`config.mk`:
```
export PLATFORM = sky130hd
export DESIGN_NAME = muxn_rr
export DESIGN_NICKNAME = d
export VERILOG_FILES = /design/src/rtl/muxn_rr.sv
export SDC_FILE = /design/constraint.sdc
export NUM_CORES = 1
export LEC_CHECK = 0
export CORE_UTILIZATION = 41
export CTS_BUF_LIST = sky130_fd_sc_hd__clkbuf_8
export CTS_CLUSTER_DIAMETER = 60
export DETAILED_ROUTE_END_ITERATION = 10
export GPL_ROUTABILITY_DRIVEN = 0
export PLACE_DENSITY = 0.87
export SYNTH_ARGS = -nofsm -noshare
export SYNTH_HDL_FRONTEND = slang
export SYNTH_SLANG_ARGS = --single-unit
```
`constraint.sdc`:
```
create_clock -name clk -period 3.6 [get_ports clk]
set_clock_uncertainty 0.2 [all_clocks]
set_input_delay 0.36 -clock clk [delete_from_list [all_inputs] [get_ports clk]]
set_output_delay 0.36 -clock clk [all_outputs]
set_load 0.05 [all_outputs]
```
`src/rtl/muxn_rr.sv`:
```
// N-input valid/ready stream multiplexer with round-robin or fixed-priority
// arbitration and a single registered output stage.
module muxn_rr #(
   parameter int WIDTH = 4,
   parameter int N     = 4,
   parameter int RR    = 1,
   parameter int SRCW  = $clog2(N)
) (
   input  logic               clk,
   input  logic               reset_n,
   input  logic [N*WIDTH-1:0] d,
   input  logic [N-1:0]       d_valid,
   output logic [N-1:0]       d_ready,
   output logic [WIDTH-1:0]   y,
   output logic [SRCW-1:0]    y_src,
   output logic               y_valid,
   input  logic               y_ready
);

   logic [N-1:0][WIDTH-1:0] d_ch;
   logic [N-1:0]            hi_mask;
   logic [N-1:0]            req_hi;
   logic [N-1:0]            gnt_hi;
   logic [N-1:0]            gnt_lo;
   logic [N-1:0]            gnt;
   logic [SRCW-1:0]         gnt_idx;
   logic [WIDTH-1:0]        gnt_data;
   logic                    open;
   logic                    load;

   logic [WIDTH-1:0] y_q, y_d;
   logic [SRCW-1:0]  y_src_q, y_src_d;
   logic             y_valid_q, y_valid_d;
   logic [SRCW-1:0]  ptr_q, ptr_d;

   assign d_ch = d;

   // Round-robin: requesters above ptr win first, otherwise wrap to the lowest.
   // With RR=0 the mask is empty, which degenerates to plain lowest-index priority.
   genvar i;
   generate
      for (i = 0; i < N; i++) begin : g_mask
         assign hi_mask[i] = (RR != 0) && (SRCW'(i) > ptr_q);
      end
   endgenerate

   assign req_hi = d_valid & hi_mask;
   assign gnt_hi = req_hi & (-req_hi);
   assign gnt_lo = d_valid & (-d_valid);
   assign gnt    = (|req_hi) ? gnt_hi : gnt_lo;

   always_comb begin
      gnt_idx  = '0;
      gnt_data = '0;
      for (int k = 0; k < N; k++) begin
         if (gnt[k]) begin
            gnt_idx  = SRCW'(k);
            gnt_data = d_ch[k];
         end
      end
   end

   // Nothing is acknowledged while reset is held, so no word is lost mid-handshake.
   assign open    = reset_n && (!y_valid_q || y_ready);
   assign d_ready = open ? gnt : '0;
   assign load    = open && (|d_valid);

   always_comb begin
      y_d       = y_q;
      y_src_d   = y_src_q;
      y_valid_d = y_valid_q;
      ptr_d     = ptr_q;
      if (load) begin
         y_d       = gnt_data;
         y_src_d   = gnt_idx;
         y_valid_d = 1'b1;
         ptr_d     = gnt_idx;
      end else if (y_ready) begin
         y_valid_d = 1'b0;
      end
   end

   always_ff @(posedge clk) begin
      if (!reset_n) begin
         y_q       <= '0;
         y_src_q   <= '0;
         y_valid_q <= 1'b0;
         ptr_q     <= SRCW'(N - 1);
      end else begin
         y_q       <= y_d;
         y_src_q   <= y_src_d;
         y_valid_q <= y_valid_d;
         ptr_q     <= ptr_d;
      end
   end

   assign y       = y_q;
   assign y_src   = y_src_q;
   assign y_valid = y_valid_q;

endmodule
```
### After elaboration in Yosys (flattened, before gate mapping)

Cells that the tools add are included.

* bits in registers: 9
* output and inout bits: 11

* muxes and demuxes: 11
* magnitude comparators: 4
* add/sub/neg operators: 2
* bitwise gates (word level): 3
* reductions and logical operators: 7

Operators by type and width (count)
* two-way mux 4 bit: 6
* bitwise AND 4 bit: 3
* negator 4 bit: 2
* OR reduction 4 bit: 2
* greater-than comparator 1 x 2 -> 1 bit (first input constant): 2
* greater-than comparator 2 bit (first input constant): 2
* two-way mux 2 bit: 2
* two-way mux 1 bit: 3
* logical AND 1 bit: 2
* nonzero test 2 bit: 1
* zero test 1 bit: 1
* logical OR 1 bit: 1

### Logic depth before layout (Yosys ltp)

* word-level depth: 9
* mapped depth: 6

### Worst setup path after synthesis

OpenSTA, ideal clock, no wires.

* path type: register to output
* start point: reg y_valid_q (netlist: y_valid)
* end point: out d_ready[0]
* cell stages (with the launch flop): 4
* setup slack: 1.206 ns
* arrival: 1.834 ns
* required time: 3.040 ns
* path through: dfxtp_1 > nand2b_1 > nand2_2 > nor3_1

* word-level cells in the longest chain between the ends: 4

RTL lines
* from (decl): line 33 `logic y_valid_q, y_valid_d;`
* from (signal assigned): line 92 `y_valid_q <= y_valid_d;`
* zero test 1 bit: line 64 `assign open = reset_n && (!y_valid_q || y_ready);`
* logical OR 1 bit: line 64
* logical AND 1 bit: line 64
* two-way mux 4 bit: line 65 `assign d_ready = open ? gnt : '0;`
* to (decl): line 13 `output logic [N-1:0] d_ready,`

Every way passes these cells.

### Worst setup path in the final report

* start point: in d_valid[2]
* end point: out d_ready[3]

* word-level cells in the longest chain between the ends: 5
* elaborated cells on any way between the ends: 8
* classes of those cells: add/sub (2); mux (2); bitwise (3); reduce/logical (1)

RTL lines
* from (decl): line 12 `input logic [N-1:0] d_valid,`
* bitwise AND 4 bit: line 47 `assign req_hi = d_valid & hi_mask;`
* negator 4 bit: line 48 `assign gnt_hi = req_hi & (-req_hi);`
* bitwise AND 4 bit: line 48
* two-way mux 4 bit (*): line 50 `assign gnt = (|req_hi) ? gnt_hi : gnt_lo;`
* two-way mux 4 bit (*): line 65

Every way passes the cells marked *; elsewhere a longest branch is shown, timed or not.

==> run_results.csv <==
group,metric,value,unit
timing,final-setup-viol-count,0,
floorplan,rows,13,
yosys,synth.top_cell.area_share,31.0,%
power_and_ir_drop,power,407,uW
floorplan,die_y,39.6,um
power_and_ir_drop,p_leak,0.375,nW
timing,period_share,84.3,%
floorplan,fp.dieW,39.6,um
setup_path,arrival,2.47,ns
timing,rsz0062_at_grt,"no",
grt,grtUsageTotal,24.8,%
setup_path,r2r_cells,5,
placed_design,post-place-ws,0.564,ns
yosys,ys_ff_latch,9,
setup_path,r2r_end,"y[3]$_SDFFE_PN0P_",
cells_and_area,multi_input_area,349,um2
clocking,cts_max_path_buffers,2,
yosys,yosysMostFrequentCell,"inv_1",
grt,antenna_found_initial,0,
grt,grt_max_degree,15,
yosys,synth_cell_type_count,22,
timing,whs,0.280,ns
detailed_routing,drt-wirelength-per-cell,13.3,um
cells_and_area,final-seq-area,180,um2
cells_and_area,final_nets,138,
clocking,clk_pin_slew_worst_paths,0.04,ns
timing,fmax,330,MHz
run,drv_cap,0,
cells_and_area,drive_gt1_share,9.65,%
clocking,post_cts_resized,0,
cells_and_area,fill_cells,114,
hold_path,holdPathStages,2,
grt,grt_pass1_wl,2500,um
yosys,synth-edff-count,0,
detailed_routing,drtIter0Drc,11,
setup_path,worstSetupPathType,"input pin to output port",
hold_path,min_from,"y[1]$_SDFFE_PN0P_",
setup_path,timing.rr.start,"ptr_q[1]$_SDFFE_PN1P_",
setup_path,slowest_delay,0.81,ns
yosys,syn_avg_cell_area,7.35,um2
cells_and_area,syn_to_final_growth,66.2,%
clocking,cts_made_buffers,3,
power_and_ir_drop,power_density,422,nW/um2
placed_design,dp_hpwl,1310,um
detailed_routing,ant_nets,0,
detailed_routing,drt_wl_total,1710,um
clocking,post_cts_buffers,0,
placed_design,io_buffer_count,33,
timing,max-slew-margin-rel,46.9,%
yosys,synth_xor_area_share,0,%
clocking,clkLatencyLatePin,0.24,ns
setup_path,cp_common_cell,"clkdlybuf4s50_1",
grt,grt_remaining_overflow,0,
floorplan,initial_core_util,44.6,%
hold_path,whs_endpoint,"y[1]$_SDFFE_PN0P_",
yosys,syn_area,581,um2
floorplan,die_area,1570,um2
yosys,ys_async_sr_fraction,0,%
timing,setup_tns,0,ns
yosys,synth_fa_ha_area_share,0,%
run_status,outcome,"finished clean",
timing,fin_crit,3.03,ns
clocking,h-tree-depth,1,
yosys,synth_top_family_by_area,"compound AO/OA/AOI/OAI gates",
setup_path,endpoint_kind,"output port",
yosys,synthTopCellsByArea,"dfxtp_1, inv_1, o21ai_0",
clocking,cts_tree,"yes",
setup_path,worstPathCellList,"clkdlybuf4s50_1, or3_1, o311ai_2, nand2_2, nor2_1, clkdlybuf4s50_1",
timing,worst_pin_slew,0.797,ns
yosys,yosys_warnings,0,
setup_path,worst-path-max-fanout,8,
hold_path,hp-class,"flop to flop",
floorplan,io_pins,34,
timing,maxSlewViolCount,0,
setup_path,cp_slowest_cell,"clkdlybuf4s50_1",
detailed_routing,firstDrtPassIters,4,
cells_and_area,design_area,965,um2
yosys,ys_seq_area_share,31.0,%
clocking,cts_sinks,9,
floorplan,placeableCoreArea,1300,um2
detailed_routing,drc,0,
detailed_routing,vias_per_cell,5.37,
setup_path,start_kind,"input pin",
power_and_ir_drop,ir_drop,0.000362,V
yosys,muxShareOfSynthArea,0,%
clocking,root_buffer,"clkbuf_8",
setup_path,reg2reg_slack,1.69,ns
setup_path,required,3.04,ns
clocking,holdBufCountCts,0,
placed_design,place_area,920,um2
timing,fin_ws,0.565,ns
yosys,syn_inst,79,
cells_and_area,antennaDiodeCount,0,
detailed_routing,num_vias,693,
yosys,synth_nets,102,
yosys,synthSimpleGateAreaFrac,20.3,%
yosys,yosys.area.top_type,"dfxtp_1",
grt,grt_pass1_vias,599,
yosys,synth-main-ff-cell,"dfxtp_1",
yosys,synth_common_cells,"inv_1, dfxtp_1, nor2_1, o21ai_0, nand2_1",
timing,hold_violations,0,
yosys,synth_compound_area_share,39.9,%
layout by cell type, fill, tap and decap left out:
master,n
nor2b_1,1
and2_4,1
nor2_1,8
inv_1,12
nand2b_1,4
a31oi_1,3
clkbuf_8,3
o211ai_2,1
o22ai_1,4
nand2_1,5
nand2_2,2
o21ai_0,8
clkdlybuf4s50_1,33
a211oi_1,4
o32ai_1,4
a21oi_1,2
dfxtp_1,9
a21o_1,1
nor3_1,2
or3_1,1
a21oi_2,3
o311ai_2,1
o21ai_1,2
cell type report:
cell class,instances,area share [%]
repair buffers,33,34.2
clock buffers,3,4.28
inverters,11,4.28
clock inverters,1,0.389
well taps,15,1.95
flip-flops and latches,9,18.7
multi-input cells,57,36.2
how the worst max path moves through the flow:
stage                          from          to  slack, ns  cells after the start
6_report                 d_valid[2]  d_ready[3]       0.57                      6
5_1_grt                  d_valid[3]  d_ready[1]       0.44                      7
4_1_cts                  d_valid[2]  d_ready[3]       0.56                      6
3_5_place_dp             d_valid[2]  d_ready[3]       0.56                      6
3_3_place_gp             d_valid[2]  d_ready[3]       0.59                      6
2_1_floorplan  y_valid$_SDFFE_PN0P_  d_ready[0]       1.21                      3
cells by family after synthesis:
| kind of cell | count (synthesis) |
|---|---|
| AOI/OAI and AO/OA | 33 |
| buffers and inverters | 13 |
| DFF | 9 |
| and+or+nand+nor | 24 |
power breakdown:
part	switching, mW	internal [mW]	leakage, nW	total [mW]
sequential	0.0139	0.114	0.0749	0.127
clock	0.0416	0.0744	0.0269	0.116
combinational	0.0941	0.0691	0.274	0.163
layer usage:
metal | GRT usage [%] | vias up | wire (um)
met1 | 27.9 | 314 | 726
met5 | 0 | - | 0
met4 | 16.4 | 0 | 49
met3 | 6.82 | 6 | 98
met2 | 40.2 | 22 | 837
li1 | - | 351 | -
state kept, by name (all words and copies together), names as in the netlist:
name     cells
ptr_q        2
y            4
y_src        2
y_valid      1
stage by stage:
stage          instances  util (%)
3_5_place_dp         125      70.7
3_3_place_gp         125      70.7
2_1_floorplan         79         -
4_1_cts              129      74.1
5_1_grt              129      74.1
6_report             129      74.1
worst max-delay path, delay by kind of cell:
family	cells	cell delay (ns)
AOI/OAI and AO/OA	1	0.11
and+or+nand+nor	3	0.70
buffers and inverters	2	1.29
Note: power is estimated with default switching activity, not from simulation.
